**src/rtl/csi2_video_frame_gate_if.sv**
```systemverilog
// AXI4-Stream video bundle: tuser[0] marks start of frame, tlast marks end of line.
interface axi4_stream_if #(
  parameter int DATA_WIDTH = 16,
  parameter int USER_WIDTH = 1
);
  logic [DATA_WIDTH-1:0] tdata;
  logic [USER_WIDTH-1:0] tuser;
  logic                  tlast;
  logic                  tvalid;
  logic                  tready;

  modport master (output tdata, tuser, tlast, tvalid, input tready);
  modport slave  (input tdata, tuser, tlast, tvalid, output tready);
endinterface

```
**src/rtl/csi2_video_frame_gate.sv**
```systemverilog
// Whole-frame gate for CSI-2 pixel video with frame size measurement and error flags.
// state    | meaning
// WAIT_SOF | discard words until an SOF arrives with enable_i set
// PASS     | forward words until an SOF arrives with enable_i clear
module csi2_video_frame_gate #(
  parameter int TDATA_WIDTH = 16,
  parameter int CNT_WIDTH   = 12
) (
  input  logic                 clk_i,
  input  logic                 srst_i,
  input  logic                 enable_i,
  axi4_stream_if.slave         video_i,
  axi4_stream_if.master        video_o,
  output logic [CNT_WIDTH-1:0] frame_width_o,
  output logic [CNT_WIDTH-1:0] frame_height_o,
  output logic                 res_valid_o,
  output logic                 line_err_o,
  output logic                 frame_err_o
);

  typedef enum logic [0:0] {WAIT_SOF = 1'b0, PASS = 1'b1} state_t;

  localparam logic [CNT_WIDTH-1:0] CNT_MAX = '1;
  localparam logic [CNT_WIDTH-1:0] CNT_ONE = {{(CNT_WIDTH-1){1'b0}}, 1'b1};

  state_t state, state_next;

  logic [TDATA_WIDTH-1:0] out_data;
  logic                   out_user;
  logic                   out_last;
  logic                   out_valid;

  logic in_ready, accept, load, sof, out_free;

  logic [CNT_WIDTH-1:0] px_cnt, ln_cnt, first_len;
  logic [CNT_WIDTH-1:0] px_inc, ln_inc;
  logic                 first_seen, sof_seen;

  function automatic logic [CNT_WIDTH-1:0] sat_inc(input logic [CNT_WIDTH-1:0] v);
    return (v == CNT_MAX) ? v : v + CNT_ONE;
  endfunction

  assign sof      = video_i.tuser[0];
  assign out_free = !out_valid || video_o.tready;
  assign accept   = video_i.tvalid && in_ready;
  assign px_inc   = sat_inc(px_cnt);
  assign ln_inc   = sat_inc(ln_cnt);

  assign video_i.tready  = in_ready;
  assign video_o.tdata   = out_data;
  assign video_o.tuser   = out_user;
  assign video_o.tlast   = out_last;
  assign video_o.tvalid  = out_valid;

  always_ff @(posedge clk_i) begin
    if (srst_i) state <= WAIT_SOF;
    else        state <= state_next;
  end

  // While discarding, only an enabled SOF needs the output slot; a word still
  // stalled there from the previous frame must not be overwritten.
  always_comb begin
    state_next = state;
    in_ready   = 1'b1;
    load       = 1'b0;
    case (state)
      WAIT_SOF: begin
        in_ready = out_free || !(sof && enable_i);
        if (video_i.tvalid && in_ready && sof && enable_i) begin
          load       = 1'b1;
          state_next = PASS;
        end
      end
      PASS: begin
        in_ready = out_free;
        if (video_i.tvalid && in_ready) begin
          if (sof && !enable_i) state_next = WAIT_SOF;
          else                  load       = 1'b1;
        end
      end
      default: state_next = WAIT_SOF;
    endcase
  end

  always_ff @(posedge clk_i) begin
    if (srst_i) begin
      out_valid <= 1'b0;
      out_data  <= '0;
      out_user  <= 1'b0;
      out_last  <= 1'b0;
    end else if (load) begin
      out_valid <= 1'b1;
      out_data  <= video_i.tdata;
      out_user  <= sof;
      out_last  <= video_i.tlast;
    end else if (video_o.tready) begin
      out_valid <= 1'b0;
    end
  end

  // SOF boundary closes the old frame first; a tlast on the SOF word is then
  // treated as a complete 1-pixel line 0 of the new frame.
  always_ff @(posedge clk_i) begin
    if (srst_i) begin
      px_cnt         <= '0;
      ln_cnt         <= '0;
      first_len      <= '0;
      first_seen     <= 1'b0;
      sof_seen       <= 1'b0;
      frame_width_o  <= '0;
      frame_height_o <= '0;
      res_valid_o    <= 1'b0;
      line_err_o     <= 1'b0;
      frame_err_o    <= 1'b0;
    end else begin
      line_err_o  <= 1'b0;
      frame_err_o <= 1'b0;
      if (accept) begin
        if (sof) begin
          if (sof_seen) begin
            frame_width_o  <= first_len;
            frame_height_o <= ln_cnt;
            res_valid_o    <= 1'b1;
            frame_err_o    <= (px_cnt != '0);
          end
          sof_seen <= 1'b1;
          if (video_i.tlast) begin
            first_len  <= CNT_ONE;
            first_seen <= 1'b1;
            ln_cnt     <= CNT_ONE;
            px_cnt     <= '0;
          end else begin
            first_len  <= '0;
            first_seen <= 1'b0;
            ln_cnt     <= '0;
            px_cnt     <= CNT_ONE;
          end
        end else if (video_i.tlast) begin
          px_cnt <= '0;
          ln_cnt <= ln_inc;
          if (!first_seen) begin
            first_len  <= px_inc;
            first_seen <= 1'b1;
          end else begin
            line_err_o <= sof_seen && (px_inc != first_len);
          end
        end else begin
          px_cnt <= px_inc;
        end
      end
    end
  end

endmodule

```
**src/flat_wrapper.sv**
```systemverilog
// flat-port wrapper written by rule: the top's interface ports become plain ports
module csi2_video_frame_gate_flat 
#(
  parameter int TDATA_WIDTH = 16,
  parameter int CNT_WIDTH   = 12
)
  (clk_i, srst_i, enable_i, frame_width_o, frame_height_o, res_valid_o, line_err_o, frame_err_o, video_i_tdata, video_i_tuser, video_i_tlast, video_i_tvalid, video_i_tready, video_o_tdata, video_o_tuser, video_o_tlast, video_o_tvalid, video_o_tready);
  axi4_stream_if #(.DATA_WIDTH((16))) video_i_i ();
  axi4_stream_if #(.DATA_WIDTH((16))) video_o_i ();
  input  logic clk_i;
  input  logic srst_i;
  input  logic enable_i;
  output logic [CNT_WIDTH-1:0] frame_width_o;
  output logic [CNT_WIDTH-1:0] frame_height_o;
  output logic res_valid_o;
  output logic line_err_o;
  output logic frame_err_o;
  input wire logic [$bits(video_i_i.tdata)-1:0] video_i_tdata;
  input wire logic [$bits(video_i_i.tuser)-1:0] video_i_tuser;
  input wire logic [$bits(video_i_i.tlast)-1:0] video_i_tlast;
  input wire logic [$bits(video_i_i.tvalid)-1:0] video_i_tvalid;
  output wire logic [$bits(video_i_i.tready)-1:0] video_i_tready;
  output wire logic [$bits(video_o_i.tdata)-1:0] video_o_tdata;
  output wire logic [$bits(video_o_i.tuser)-1:0] video_o_tuser;
  output wire logic [$bits(video_o_i.tlast)-1:0] video_o_tlast;
  output wire logic [$bits(video_o_i.tvalid)-1:0] video_o_tvalid;
  input wire logic [$bits(video_o_i.tready)-1:0] video_o_tready;
  assign video_i_i.tdata = video_i_tdata;
  assign video_i_i.tuser = video_i_tuser;
  assign video_i_i.tlast = video_i_tlast;
  assign video_i_i.tvalid = video_i_tvalid;
  assign video_i_tready = video_i_i.tready;
  assign video_o_tdata = video_o_i.tdata;
  assign video_o_tuser = video_o_i.tuser;
  assign video_o_tlast = video_o_i.tlast;
  assign video_o_tvalid = video_o_i.tvalid;
  assign video_o_i.tready = video_o_tready;
  csi2_video_frame_gate #(.TDATA_WIDTH(TDATA_WIDTH), .CNT_WIDTH(CNT_WIDTH)) u_core (.clk_i(clk_i), .srst_i(srst_i), .enable_i(enable_i), .video_i(video_i_i), .video_o(video_o_i), .frame_width_o(frame_width_o), .frame_height_o(frame_height_o), .res_valid_o(res_valid_o), .line_err_o(line_err_o), .frame_err_o(frame_err_o));
endmodule
```
**config.mk**
```make
export PLATFORM = sky130hd
export DESIGN_NAME = csi2_video_frame_gate_flat
export DESIGN_NICKNAME = d
export VERILOG_FILES = /design/src/rtl/csi2_video_frame_gate_if.sv /design/src/rtl/csi2_video_frame_gate.sv /design/src/flat_wrapper.sv
export SDC_FILE = /design/constraint.sdc
export NUM_CORES = 1
export LEC_CHECK = 0
export ABC_AREA = 1
export CELL_PAD_IN_SITES_DETAIL_PLACEMENT = 1
export CELL_PAD_IN_SITES_GLOBAL_PLACEMENT = 1
export CORE_MARGIN = 2
export CORE_UTILIZATION = 37
export DETAILED_ROUTE_END_ITERATION = 10
export MAX_ROUTING_LAYER = met4
export PLACE_DENSITY_LB_ADDON = 0.1
export SLEW_MARGIN = 40
export SYNTH_ARGS = -nofsm -noshare
export SYNTH_HDL_FRONTEND = slang
export SYNTH_SLANG_ARGS = --single-unit
```
**constraint.sdc**
```tcl
create_clock -name clk_i -period 1.8 [get_ports clk_i]
set_input_delay 0.18 -clock clk_i [delete_from_list [all_inputs] [get_ports clk_i]]
set_output_delay 0.18 -clock clk_i [all_outputs]
set_load 0.02 [all_outputs]
```
; ---- Word level (Yosys, flattened, before mapping)
; Cells that the tools add are included.
[word_totals]
reg_bits = 85
latch_bits = 0
ram_bits = 0
romBits = 0
in_bits = 23
output_inout_bits = 47
elab_cells = 74
n_memories = 0
[op_classes]
addsub = 2
multipliers = 0
n_div = 0
magnitude_cmp = 0
n_eq_ne = 5
n_shift = 0
muxes = 23
n_bitwise = 6
reduce_logical = 23
[op_table]
columns = operator, count
row1 = 2-to-1 mux 12 bit, 9
row2 = "adder 12 x 1 -> 12 bit, second input constant", 2
row3 = "equality test 12 bit, second input constant", 2
row4 = inequality test 12 bit, 1
row5 = nonzero test 12 bit, 1
row6 = 2-to-1 mux 1 bit, 11
row7 = AND reduction 3 bit, 3
row8 = logical AND 1 bit, 8
row9 = inverter 1 bit, 6
row10 = case mux 1 bit (2 select lines), 3
row11 = OR reduction 5 bit, 1
row12 = "inequality test 2 bit, second input constant", 2
row13 = AND reduction 2 bit, 2
row14 = nonzero test 2 bit, 2
row15 = OR reduction 4 bit, 1
row16 = zero test 1 bit, 3
row17 = logical OR 1 bit, 2

; ---- Depth between registers and ports, before layout
[depth]
ltp_word = 9
depth_mapped = 14
mapped_depth_nobuf = 14

; ---- Least setup slack after synthesis
; OpenSTA, ideal clock, no wires.
[synth_timing]
path_type = register to register
startpoint = register u_core.px_cnt[1]
endpoint = register u_core.line_err_o
setup_ns = 0.109
arrival_time_ns = 1.502
required_ns = 1.691
path_slack_ns = 0.189
path_stages_with_launch = 14
path_cell_list = dfxtp_1 -> ha_1 -> nand2_2 -> nor2_4 -> nand3_2 -> buf_6 -> nand2_1 -> nand2_1 -> nand2_1 -> nand3_1 -> nor2_1 -> nand3_1 -> nand2_1 -> inv_1
[synth_between]
elab_chain_cells = 4
word_cells_on_any_way = 5
cone_classes = 1 x add/sub / 2 x eq/ne / 1 x mux / 1 x reduce/logical
[synth_lines]
columns = element, line_no
row1 = "start, declared", csi2_video_frame_gate.sv:35  ; logic [CNT_WIDTH-1:0] px_cnt, ln_cnt, first_len;
row2 = "start signal, assigned", csi2_video_frame_gate.sv:148  ; px_cnt <= px_inc;
row3 = adder 12 x 1 -> 12 bit or equality test 12 bit (tied branches), csi2_video_frame_gate.sv:40  ; return (v == CNT_MAX) ? v : v + CNT_ONE;
row4 = 2-to-1 mux 12 bit (*), csi2_video_frame_gate.sv:40
row5 = inequality test 12 bit (*), csi2_video_frame_gate.sv:145  ; line_err_o <= sof_seen && (px_inc != first_len);
row6 = logical AND 1 bit (*), csi2_video_frame_gate.sv:145
row7 = "end signal, assigned", csi2_video_frame_gate.sv:145
row8 = "end, declared", csi2_video_frame_gate.sv:17  ; output logic line_err_o,
; Every way passes the cells marked *; elsewhere a longest branch is shown, timed or not.
; A chain may end at the register's enable or synchronous reset.

; ---- Worst setup path in the final report
[layout_timing]
startpoint = register u_core.px_cnt[0]
endpoint = register u_core.line_err_o
; Same word-level chain as after synthesis.

==> impl_metrics.toml <==
[power_and_ir_drop]
total_power_mw = 3.85
ir_worst_vdd_uv = 456
power_leakage_nw = 2.16
power.density_nw_per_um2 = 701

[synthesis]
synth_top_area_cell = "dfxtp_1"
synth_top_area_share_pct = 43.5
synth_fa_ha_area_share_pct = 0.959
yosys_register_bits = 85
synth_fp_nets = 577
synth-async-reset-ratio_pct = 0
muxShareOfSynthArea_pct = 0
synth-edff-count = 0
synth_cell_type_count = 33
seq_area_frac_synth_pct = 43.5
yosys_most_used_dff = "dfxtp_1"
synth.area.top_cells = "dfxtp_1, nand2_1, a21oi_1"
netlist_instances = 551
yosysWarnings = 0
synth_compound_area_share_pct = 15.7
synth_top_family_by_area = "simple AND/OR/NAND/NOR gates"
yosys.area_share.simple_pct = 28.9
synth_xor_area_share_pct = 0.895
synth_area_um2 = 3910
syn_area_per_cell_um2 = 7.10

[floorplanning]
rows = 37
initial_core_util_pct = 38.1
fp.coreArea_um2 = 10300
die-area_um2 = 11400
chipHeight_um = 107
die_w_um = 107
io_pins = 70

[hold_path]
hp-class = "in2reg"

[clock_network]
htreeDepth = 3
clkTransAtPathRegs_ns = 0.09
worstSkewPairLatency_ns = 0.37
cts_sinks = 85
cts_buffers = 9
holdBufCountCts = 0
clk_path_buf_depth = 2
root_buffer = "clkbuf_8"
cts_tree = "done"

[drt]
drcViolationCount = 0
wire_per_inst_um = 14.9
dr_total_vias = 3969
first_pass_iters = 4
drt-vias-per-instance = 4.91
wl_um = 12000
drtAntennaViolNets = 0
dr.first_iter.drc_count = 124

[place]
post-dp-hpwl_um = 8970
globalplace.congestion = 0.895
pre_cts_slack_ns = -0.0241
place_area_um2 = 5140
port-buffer-count = 69

[worst_setup_path]
endpoint_kind = "register"
crit_arrival_ns = 2.06
crit_type = "reg2reg"
path_max_fanout = 4
cp.required_ns = 2.07
start_kind = "register"

[timing]
max_freq_mhz = 557
post-route-period-util_pct = 99.8
hold_viol = 0
finalMaxSlewViolations = 0
skew_ns = 0.0162
relSlewSlack_pct = 62.1
timing.hold.ws_ns = 0.437
worst_slack_ns = 0.00399
worst_slew_pin_slew_ns = 0.562
grt_setup_unrepaired = "yes"
fin_crit_ns = 1.80
setup_viol_count_final = 0

[final_layout]
area_growth_syn_to_layout_pct = 40.3
fin_util_pct = 53.4
drive_gt1_share_pct = 18.3
n_antenna_cell = 0
final_net_count = 695
design_area_um2 = 5490

[run]
cap_violations = 0

[global_route]
grt_pass1_vias = 4031
grt_use_met1_pct = 25.3
track_usage_pct = 22.1
grt_antenna_before_repair = 0
grt_pass1_wl_um = 19300
use_met2_pct = 39.9
grt_max_degree = 46
top_usage_layer = "met2"
overflow = 0
use_met3_pct = 3.89

[status]
status = "finished, final reports clean"
critical path: stages (launching register included):
cell and delay [ns]:
dfxtp_2 0.36, ha_4 0.14, nand2_2 0.07, nor2_4 0.18, nand3_4 0.13, buf_4 0.17, nand2_2 0.06, nand3b_1 0.07
nand2_1 0.09, nand3_1 0.09, nor2_1 0.13, nand3_1 0.09, nand2_1 0.07, inv_1 0.03
routing by layer:
layer | share of wire, % | wire length [µm] | up-vias
li1 | - | - | 1999
met1 | 44 | 5240 | 1895
met2 | 53 | 6330 | 61
met3 | 2.7 | 325 | 14
met4 | 1.2 | 140 | 0
met5 | 0 | 0 | -
registers in the layout, indices dropped and copies added, names as in the netlist:
signal                 flops
u_core.first_len          12
u_core.first_seen          1
u_core.video_o.tvalid      1
u_core.video_o.tlast       1
u_core.video_o.tuser       1
u_core.px_cnt             12
u_core.state               1
u_core.sof_seen            1
u_core.ln_cnt             12
u_core.video_o.tdata      16
u_core.res_valid_o         1
u_core.frame_err_o         1
u_core.frame_height_o     12
u_core.line_err_o          1
u_core.frame_width_o      12
stage by stage:
step | TNS [ns] | instances
floorplan | 0 | 551
global placement | 0 | 789
detailed placement | -0.0369 | 789
CTS | 0 | 805
global route | -0.267 | 809
finish | 0 | 809
where the power goes:
part           total (mW)  leakage [nW]  internal [mW]  switching (mW)
clock                1.39        0.0980          0.651           0.734
combinational       0.493          1.37          0.231           0.263
sequential           1.97         0.691           1.94          0.0319
total                3.85          2.16           2.82            1.03
synth_stat cells (2+ instances only):
cell type and n:
nand2_1 119, dfxtp_1 85, inv_1 70, a21oi_1 67, nor2_1 48, o21ai_0 43
nand3_1 28, clkbuf_1 13, nand2_2 10, nand4_1 10, buf_2 6, o21ai_1 6
nand3b_1 5, nor2_2 5, nor2_4 4, nor3_1 4, ha_1 3, nand2_4 3
nand3_2 3, xor2_1 3, buf_6 2, inv_2 2, nor4_1 2
repair_timing:
| item | CTS | global route |
|---|---|---|
| resized for setup | 6 | 17 |
| setup buffers | 1 | 3 |
| gates cloned | 0 | 1 |
| endpoints found under the setup margin | 1 | 13 |
| pin swaps | 3 | 8 |
| hold endpoints to repair | 0 | 0 |
cells by family (layout without fill, tap and decap cells):
kind of cell,Yosys count,in the layout
buffers and inverters,97,219
and+or+nand+nor,243,243
adders and majority gates,3,3
xor gates and xnor gates,4,4
AOI/OAI and AO/OA,119,119
DFF,85,85
layout by cell type, fill, tap and decap left out, types with 2 or more instances in the layout:
master | netlist | final
nand3b_1 | 5 | 5
inv_6 | 0 | 2
nor3_1 | 4 | 4
nor4_1 | 2 | 2
dfxtp_1 | 85 | 81
nor2_4 | 4 | 5
inv_2 | 2 | 2
nand2_1 | 119 | 115
clkdlybuf4s50_1 | 0 | 68
nor2_2 | 5 | 4
buf_4 | 1 | 54
o21ai_0 | 43 | 41
nand2_2 | 10 | 14
a21oi_1 | 67 | 65
dfxtp_2 | 0 | 4
nand2_4 | 3 | 3
a21oi_2 | 0 | 2
buf_12 | 0 | 6
nand3_2 | 3 | 3
o21ai_1 | 6 | 7
nand3_1 | 28 | 27
xor2_2 | 0 | 2
clkbuf_8 | 0 | 9
inv_1 | 70 | 70
nor2_1 | 48 | 48
nand4_1 | 10 | 10
area by class of cell:
type / instances / area [µm²]
Inverter: 74 / 280
Clock inverter: 6 / 71.3
Timing Repair Buffer: 130 / 1240
Tap cell: 136 / 170
Multi-Input combinational cell: 369 / 1890
Fill cell: 1304 / 4790
Sequential cell: 85 / 1710
Clock buffer: 9 / 124
final timing paths:
kind	endpoint	cells past startpoint	slack (ns)	startpoint
worst max register to register	u_core.line_err_o	13	0.004	u_core.px_cnt[0]
worst min-delay path	u_core.video_o.tdata[10]	3	0.44	video_i_tdata[10]
worst min register to register	u_core.frame_height_o[10]	2	0.45	u_core.frame_height_o[10]
worst max-delay path	u_core.line_err_o	13	0.004	u_core.px_cnt[0]
Power figures use the tool's default switching activity.
==> variant 1, RTL diff (same settings) <==
Make the reset (`srst_i`) asynchronous in 3 clocked blocks.
--- a/src/rtl/csi2_video_frame_gate.sv
+++ b/src/rtl/csi2_video_frame_gate.sv
@@ -54,3 +54,3 @@
 
-  always_ff @(posedge clk_i) begin
+  always_ff @(posedge clk_i or posedge srst_i) begin
     if (srst_i) state <= WAIT_SOF;
@@ -84,3 +84,3 @@
 
-  always_ff @(posedge clk_i) begin
+  always_ff @(posedge clk_i or posedge srst_i) begin
     if (srst_i) begin
@@ -102,3 +102,3 @@
   // treated as a complete 1-pixel line 0 of the new frame.
-  always_ff @(posedge clk_i) begin
+  always_ff @(posedge clk_i or posedge srst_i) begin
     if (srst_i) begin
Formal check against the unedited RTL: differs if srst_i is asserted again (counterexample within 4 cycles, from zero or initial values and one cycle with srst_i high); with srst_i held inactive, the same outputs for 4 cycles.
==> variant 1 against the original RTL <==
Final cell count is 4.1% lower. Largest cell class is now sequential cells. Routed wire length is 1.9% higher. Sequential cell count stayed put. The flow now finishes with violations (negative setup slack). Via count is 3.2% lower. Setup slack worse by 0.017 ns. Core utilization is 0.80 points higher. Synthesized area is 5.7% higher. Design area is 7.5% higher. Clock skew is 0.0086 ns lower.
Power is not compared: it rests on default switching activity, and its combinational part moved more than twofold at a synthesized area within 25%.
==> variant 1: results (changes against the original RTL) <==
{| class="wikitable"
! Metric !! Value
|-
| Vias in the first global route || 3,951 (was 4,031)
|-
| DPL Wire Length || 8660 um (was 8970 um)
|-
| Cell count after synthesis || 493 (was 551)
|-
| Share of synthesized flip-flops with an asynchronous set or reset || 100% (was 0%)
|-
| Standard cell with the maximum stage delay on the critical path || sky130_fd_sc_hd__dfrtp_1 (was sky130_fd_sc_hd__dfxtp_2)
|-
| Global-route total usage across every layer || 22.1% (about the same)
|-
| Sum of negative setup slack || -0.0135 ns (was 0 ns)
|-
| Synth Net Count || 519 (was 577)
|-
| Starting DRC count in detailed routing || 122 (was 124)
|-
| Maximum clock path buffer count || 2 (unchanged)
|-
| Violations in the final reports || negative setup slack
|-
| Least setup slack across all paths after layout || -0.0135 ns (was 0.00399 ns)
|-
| Pin count of the biggest net entering global routing || 86 (was 46)
|-
| Reg2Reg Launch Point || u_core.px_cnt[0] (unchanged)
|-
| Global placement routability congestion || 0.896 (was 0.895)
|-
| Synth unique cells || 36 (was 33)
|-
| Top cells by instance count after synthesis || 157 x sky130_fd_sc_hd__nand2_1, 85 x sky130_fd_sc_hd__dfrtp_1, 59 x sky130_fd_sc_hd__inv_1, 31 x sky130_fd_sc_hd__o21ai_0, 30 x sky130_fd_sc_hd__nand3_1 (was 119 x sky130_fd_sc_hd__nand2_1, 85 x sky130_fd_sc_hd__dfxtp_1, 70 x sky130_fd_sc_hd__inv_1, 67 x sky130_fd_sc_hd__a21oi_1, 48 x sky130_fd_sc_hd__nor2_1)
|-
| Worst Hold Class || in2async (was in2reg)
|-
| Dominant synthesized flop cell || sky130_fd_sc_hd__dfrtp_1 (was sky130_fd_sc_hd__dfxtp_1)
|-
| Cell types with the largest area share after synthesis || sky130_fd_sc_hd__dfrtp_1 51%, sky130_fd_sc_hd__nand2_1 14%, sky130_fd_sc_hd__inv_1 5.4% (was sky130_fd_sc_hd__dfxtp_1 43%, sky130_fd_sc_hd__nand2_1 11%, sky130_fd_sc_hd__a21oi_1 8.6%)
|-
| Fin nets || 657 (was 695)
|-
| Proportion of layout cells with a drive suffix above 1 || 23.9% (was 18.3%)
|-
| Global-route wire length before repair || 19,800 um (was 19,300 um)
|-
| Sequential share of the synthesized area || 51.4% (was 43.5%)
|-
| Fillers || 1,330 (was 1,304)
|-
| Slew @ Worst Pin || 0.474 ns (was 0.562 ns)
|-
| Source-to-sink clock delay at the later pin of the worst-skew pair || 0.37 ns (about the same)
|-
| Worst Reg2Reg Path Length in Cells || 15 (was 13)
|-
| Vias post-DR || 3,843 (was 3,969)
|-
| Largest stage delay on the critical path || 0.42 ns (was 0.36 ns)
|-
| R2R Path End || u_core.line_err_o (unchanged)
|-
| Total of endpoints with negative setup slack in the final report || 1 (was 0)
|-
| Largest voltage drop on the vdd net || 0.483 mV
|-
| # placed instances || 741 (was 789)
|-
| Worst clock skew || 0.00757 ns (was 0.0162 ns)
|-
| Routed wire per std cell || 15.8 um (was 14.9 um)
|-
| Status || finished with violations (was completed)
|-
| Vias/cell || 4.95 (was 4.91)
|}
-- variant 1: cell count changes in the layout (fill, tap and decap cells not counted), sizes merged, moves of 3 or more --
cell	before	now
o22ai	0	22
dfxtp	85	0
o31ai	0	3
inv	76	64
nor2	58	30
dfrtp	0	85
a21oi	67	4
buf	60	73
nand2	132	163
nor4	2	5
o21ai	50	39
nand3b	5	0
-- variant 1: cell type report --
type	instances	area [um2]	area share, %
Clock inverter	6	86.3	1.46
Sequential cell	85	2130	36.1
Timing Repair Buffer	142	1300	22.0
Tap cell	140	175	2.97
Clock buffer	10	138	2.33
Inverter	65	253	4.28
Multi-Input combinational cell	328	1820	30.8
-- variant 1: metrics by stage --
step                      total power, W  setup slack, ns  instance area [um2]  hold slack, ns
final                            0.00506          -0.0135                 5900           0.280
after global routing             0.00532           -0.122                 5900           0.339
after CTS                        0.00503          -0.0427                 5720           0.313
after detailed placement         0.00344           -0.246                 5360           0.457
after global placement           0.00341          -0.0825                 5360           0.450
after floorplan                  0.00284            0.134                 4140           0.297
-- variant 1: kinds of logic after synthesis --
logic type	synth area share, %
simple gates	26.3
mux	0.363
xor+xnor	1.27
buf+inv	8.14
fa+ha+maj	0.908
flops	51.4
compound gates	11.6
-- variant 1: timing repair --
action / CTS / global route
endpoints found under the setup margin: 9 / 15
resized for setup: 17 / 32
buffers inserted: 12 / 7
pin swaps: 10 / 15
-- variant 1: worst min path at each step --
stage	from	end	slack (ns)	cells past startpoint
after floorplan	video_i_tdata[0]	u_core.video_o.tdata[0]	0.30	2
after global placement	u_core.res_valid_o	u_core.res_valid_o	0.45	2
after detailed placement	u_core.res_valid_o	u_core.res_valid_o	0.46	2
after CTS	srst_i	u_core.first_len[8]	0.31	3
after global routing	srst_i	u_core.px_cnt[3]	0.34	3
final	srst_i	u_core.px_cnt[10]	0.28	3
-- variant 1: worst max-delay path, delay by kind of cell, from the launching register on --
family                   cells  cell delay (ns)
buffers and inverters        3             0.27
flip-flops                   1             0.42
adder cells (fa/ha/maj)      1             0.19
AND/OR/NAND/NOR             11             0.83
-- variant 1: power breakdown --
group          leakage [nW]  switching, W  internal (W)
Combinational          1.50      0.000696      0.000591
Clock                 0.112      0.000738      0.000818
Sequential             1.13      0.000122       0.00210
-- variant 1: metal layers --
layer	global-route usage, %	part of all wire [%]	up-vias
li1	-	-	1865
met1	30.1	48	1882
met2	33.7	47	80
met3	3.56	3.7	16
met4	7.23	1.4	0
met5	-	0	-
==> variant 2, RTL diff (same flow settings) <==
Without the edit above. `CNT_WIDTH` is set to 12 in 2 places; all go to 24.
--- a/src/rtl/csi2_video_frame_gate.sv
+++ b/src/rtl/csi2_video_frame_gate.sv
@@ -6,3 +6,3 @@
   parameter int TDATA_WIDTH = 16,
-  parameter int CNT_WIDTH   = 12
+  parameter int CNT_WIDTH   = 24
 ) (
--- a/src/flat_wrapper.sv
+++ b/src/flat_wrapper.sv
@@ -4,3 +4,3 @@
   parameter int TDATA_WIDTH = 16,
-  parameter int CNT_WIDTH   = 12
+  parameter int CNT_WIDTH   = 24
 )
Ports: changed (resized frame_height_o and frame_width_o); port bits go from 70 to 94. No check against the original RTL was run, so the function may have changed too.
==> variant 2 against the original RTL <==
Maximum frequency fell by 8.3%. Sequential power rose by 69%. Critical endpoint unchanged. Synthesized area grew 81%. Global-route usage grew 3.4 points. The flow now finishes with violations (negative setup slack). Die area up 77%. Power up 98%. Setup slack got worse by 0.16 ns. Routed wire length increased by 120%. Sequential cell count increased by 60. Clock skew fell by 0.0035 ns. Sequential share of layout area shrank 3.7 points. Design area is 96% higher.
==> variant 2: results (changes against the original RTL) <==
{| class="wikitable"
! Metric !! Value
|-
| Worst clock skew || 0.0126 ns (was 0.0162 ns)
|-
| H-tree depth || 4 (was 3)
|-
| Fin nets || 1,352 (was 695)
|-
| Global-route wire length before repair || 39,800 um (was 19,300 um)
|-
| Least setup slack across all paths after layout || -0.159 ns (was 0.00399 ns)
|-
| Status || finished with violations (was completed)
|-
| Synth unique cells || 31 (was 33)
|-
| Global placement routability congestion || 0.925 (was 0.895)
|-
| Sequential share of the synthesized area || 41.1% (was 43.5%)
|-
| Root buf cell || sky130_fd_sc_hd__clkbuf_16 (was sky130_fd_sc_hd__clkbuf_8)
|-
| Source-to-sink clock delay at the later pin of the worst-skew pair || 0.43 ns (was 0.37 ns)
|-
| Slew @ Worst Pin || 0.401 ns (was 0.562 ns)
|-
| Port Buf Inserts || 93 (was 69)
|-
| Hold wc startpoint || srst_i (was video_i_tdata[10])
|-
| Standard cell with the maximum stage delay on the critical path || sky130_fd_sc_hd__dfxtp_4 (was sky130_fd_sc_hd__dfxtp_2)
|-
| Routed wire per std cell || 16.8 um (was 14.9 um)
|-
| Cell types with the largest area share after synthesis || sky130_fd_sc_hd__dfxtp_1 41%, sky130_fd_sc_hd__nand2_1 16%, sky130_fd_sc_hd__a21oi_1 8.7% (was sky130_fd_sc_hd__dfxtp_1 43%, sky130_fd_sc_hd__nand2_1 11%, sky130_fd_sc_hd__a21oi_1 8.6%)
|-
| Vias/cell || 5.07 (was 4.91)
|-
| Maximum fanout along the worst path || 5 (was 4)
|-
| Synth Net Count || 1,101 (was 577)
|-
| Crit path arrival time || 2.28 ns (was 2.06 ns)
|-
| Clock-pin slew reported for the worst setup and hold paths after clock tree synthesis || 0.07 ns (was 0.09 ns)
|-
| M2 GR Usage || 40.1% (was 39.9%)
|-
| Lkg Pwr || 4.37 nW (was 2.16 nW)
|-
| Number of detailed-routing iterations run before antenna repair || 5 (was 4)
|-
| Hold Path Sink || u_core.ln_cnt[1] (was u_core.video_o.tdata[10])
|-
| Launching instance or port of the critical path || u_core.px_cnt[1] (was u_core.px_cnt[0])
|-
| Met3 GRT Util || 3.23% (was 3.89%)
|-
| Total of endpoints with negative setup slack in the final report || 2 (was 0)
|-
| Starting DRC count in detailed routing || 452 (was 124)
|-
| Top cells by instance count after synthesis || 298 x sky130_fd_sc_hd__nand2_1, 145 x sky130_fd_sc_hd__dfxtp_1, 124 x sky130_fd_sc_hd__inv_1, 123 x sky130_fd_sc_hd__a21oi_1, 112 x sky130_fd_sc_hd__nor2_1 (was 119 x sky130_fd_sc_hd__nand2_1, 85 x sky130_fd_sc_hd__dfxtp_1, 70 x sky130_fd_sc_hd__inv_1, 67 x sky130_fd_sc_hd__a21oi_1, 48 x sky130_fd_sc_hd__nor2_1)
|-
| Violations in the final reports || negative setup slack
|-
| Global-route total usage across every layer || 25.5% (was 22.1%)
|-
| Global-route track usage on met1 || 34.5% (was 25.3%)
|}
[variant 2: how the worst max path moves through the flow]
stage / endpoint / slack, ns
global placement: u_core.line_err_o / -0.26
floorplan: u_core.line_err_o / 0.008
finish: u_core.line_err_o / -0.16
detailed placement: u_core.line_err_o / -0.29
CTS: u_core.line_err_o / -0.13
global route: u_core.line_err_o / -0.29
[variant 2: cell families (layout without fill, tap and decap cells)]
family	after synthesis	count (layout)	share of synthesized area, %
AO/OA/AOI/OAI	204	204	14.6
XOR/XNOR	14	14	1.74
adder cells (fa/ha/maj)	3	3	0.531
buffers and inverters	173	436	9.72
flip-flops	145	145	41.1
AND/OR/NAND/NOR	536	536	32.3
[variant 2: final cells by class]
| type | instances | area, um2 |
|---|---|---|
| inverters | 128 | 485 |
| clock inverters | 10 | 100 |
| repair buffers | 277 | 2490 |
| well taps | 234 | 293 |
| multi-input cells | 757 | 3980 |
| fillers | 2392 | 7950 |
| flip-flops and latches | 145 | 2940 |
| clock buffers | 21 | 470 |
[variant 2: through the flow]
stage	hold WS, ns	std cells
after floorplan	0.347	1075
final	0.226	1572
after global placement	0.431	1522
after detailed placement	0.435	1522
after global routing	0.277	1572
after CTS	0.254	1557
[variant 2: critical path, delay by kind of cell, from the launching register on]
| kind | cells | cell delay, ns |
|---|---|---|
| DFF | 1 | 0.36 |
| buffers and inverters | 1 | 0.12 |
| and+or+nand+nor | 10 | 1.14 |
| xor gates and xnor gates | 1 | 0.18 |
| AOI/OAI and AO/OA | 1 | 0.06 |
[variant 2: metal layers]
metal | vias up | part of all wire (%)
met1 | 3848 | 48
met2 | 151 | 47
met5 | - | 0
met4 | 0 | 1.7
met3 | 38 | 3.2
li1 | 3935 | -
[variant 2: power breakdown]
group	total, W	switching, W	leakage [nW]	internal [W]
logic	0.000756	0.000431	2.90	0.000325
clock network	0.00355	0.00152	0.282	0.00202
registers	0.00332	0.0000434	1.19	0.00328
total	0.00762	0.00200	4.37	0.00562
[variant 2: timing repair]
| action | in CTS | in global routing |
|---|---|---|
| setup endpoints to repair | 25 | 57 |
| gates cloned | 0 | 2 |
| resized for setup | 45 | 143 |
| setup buffers | 4 | 13 |
| pin swaps | 11 | 44 |
| endpoints found under the hold margin | 0 | 0 |
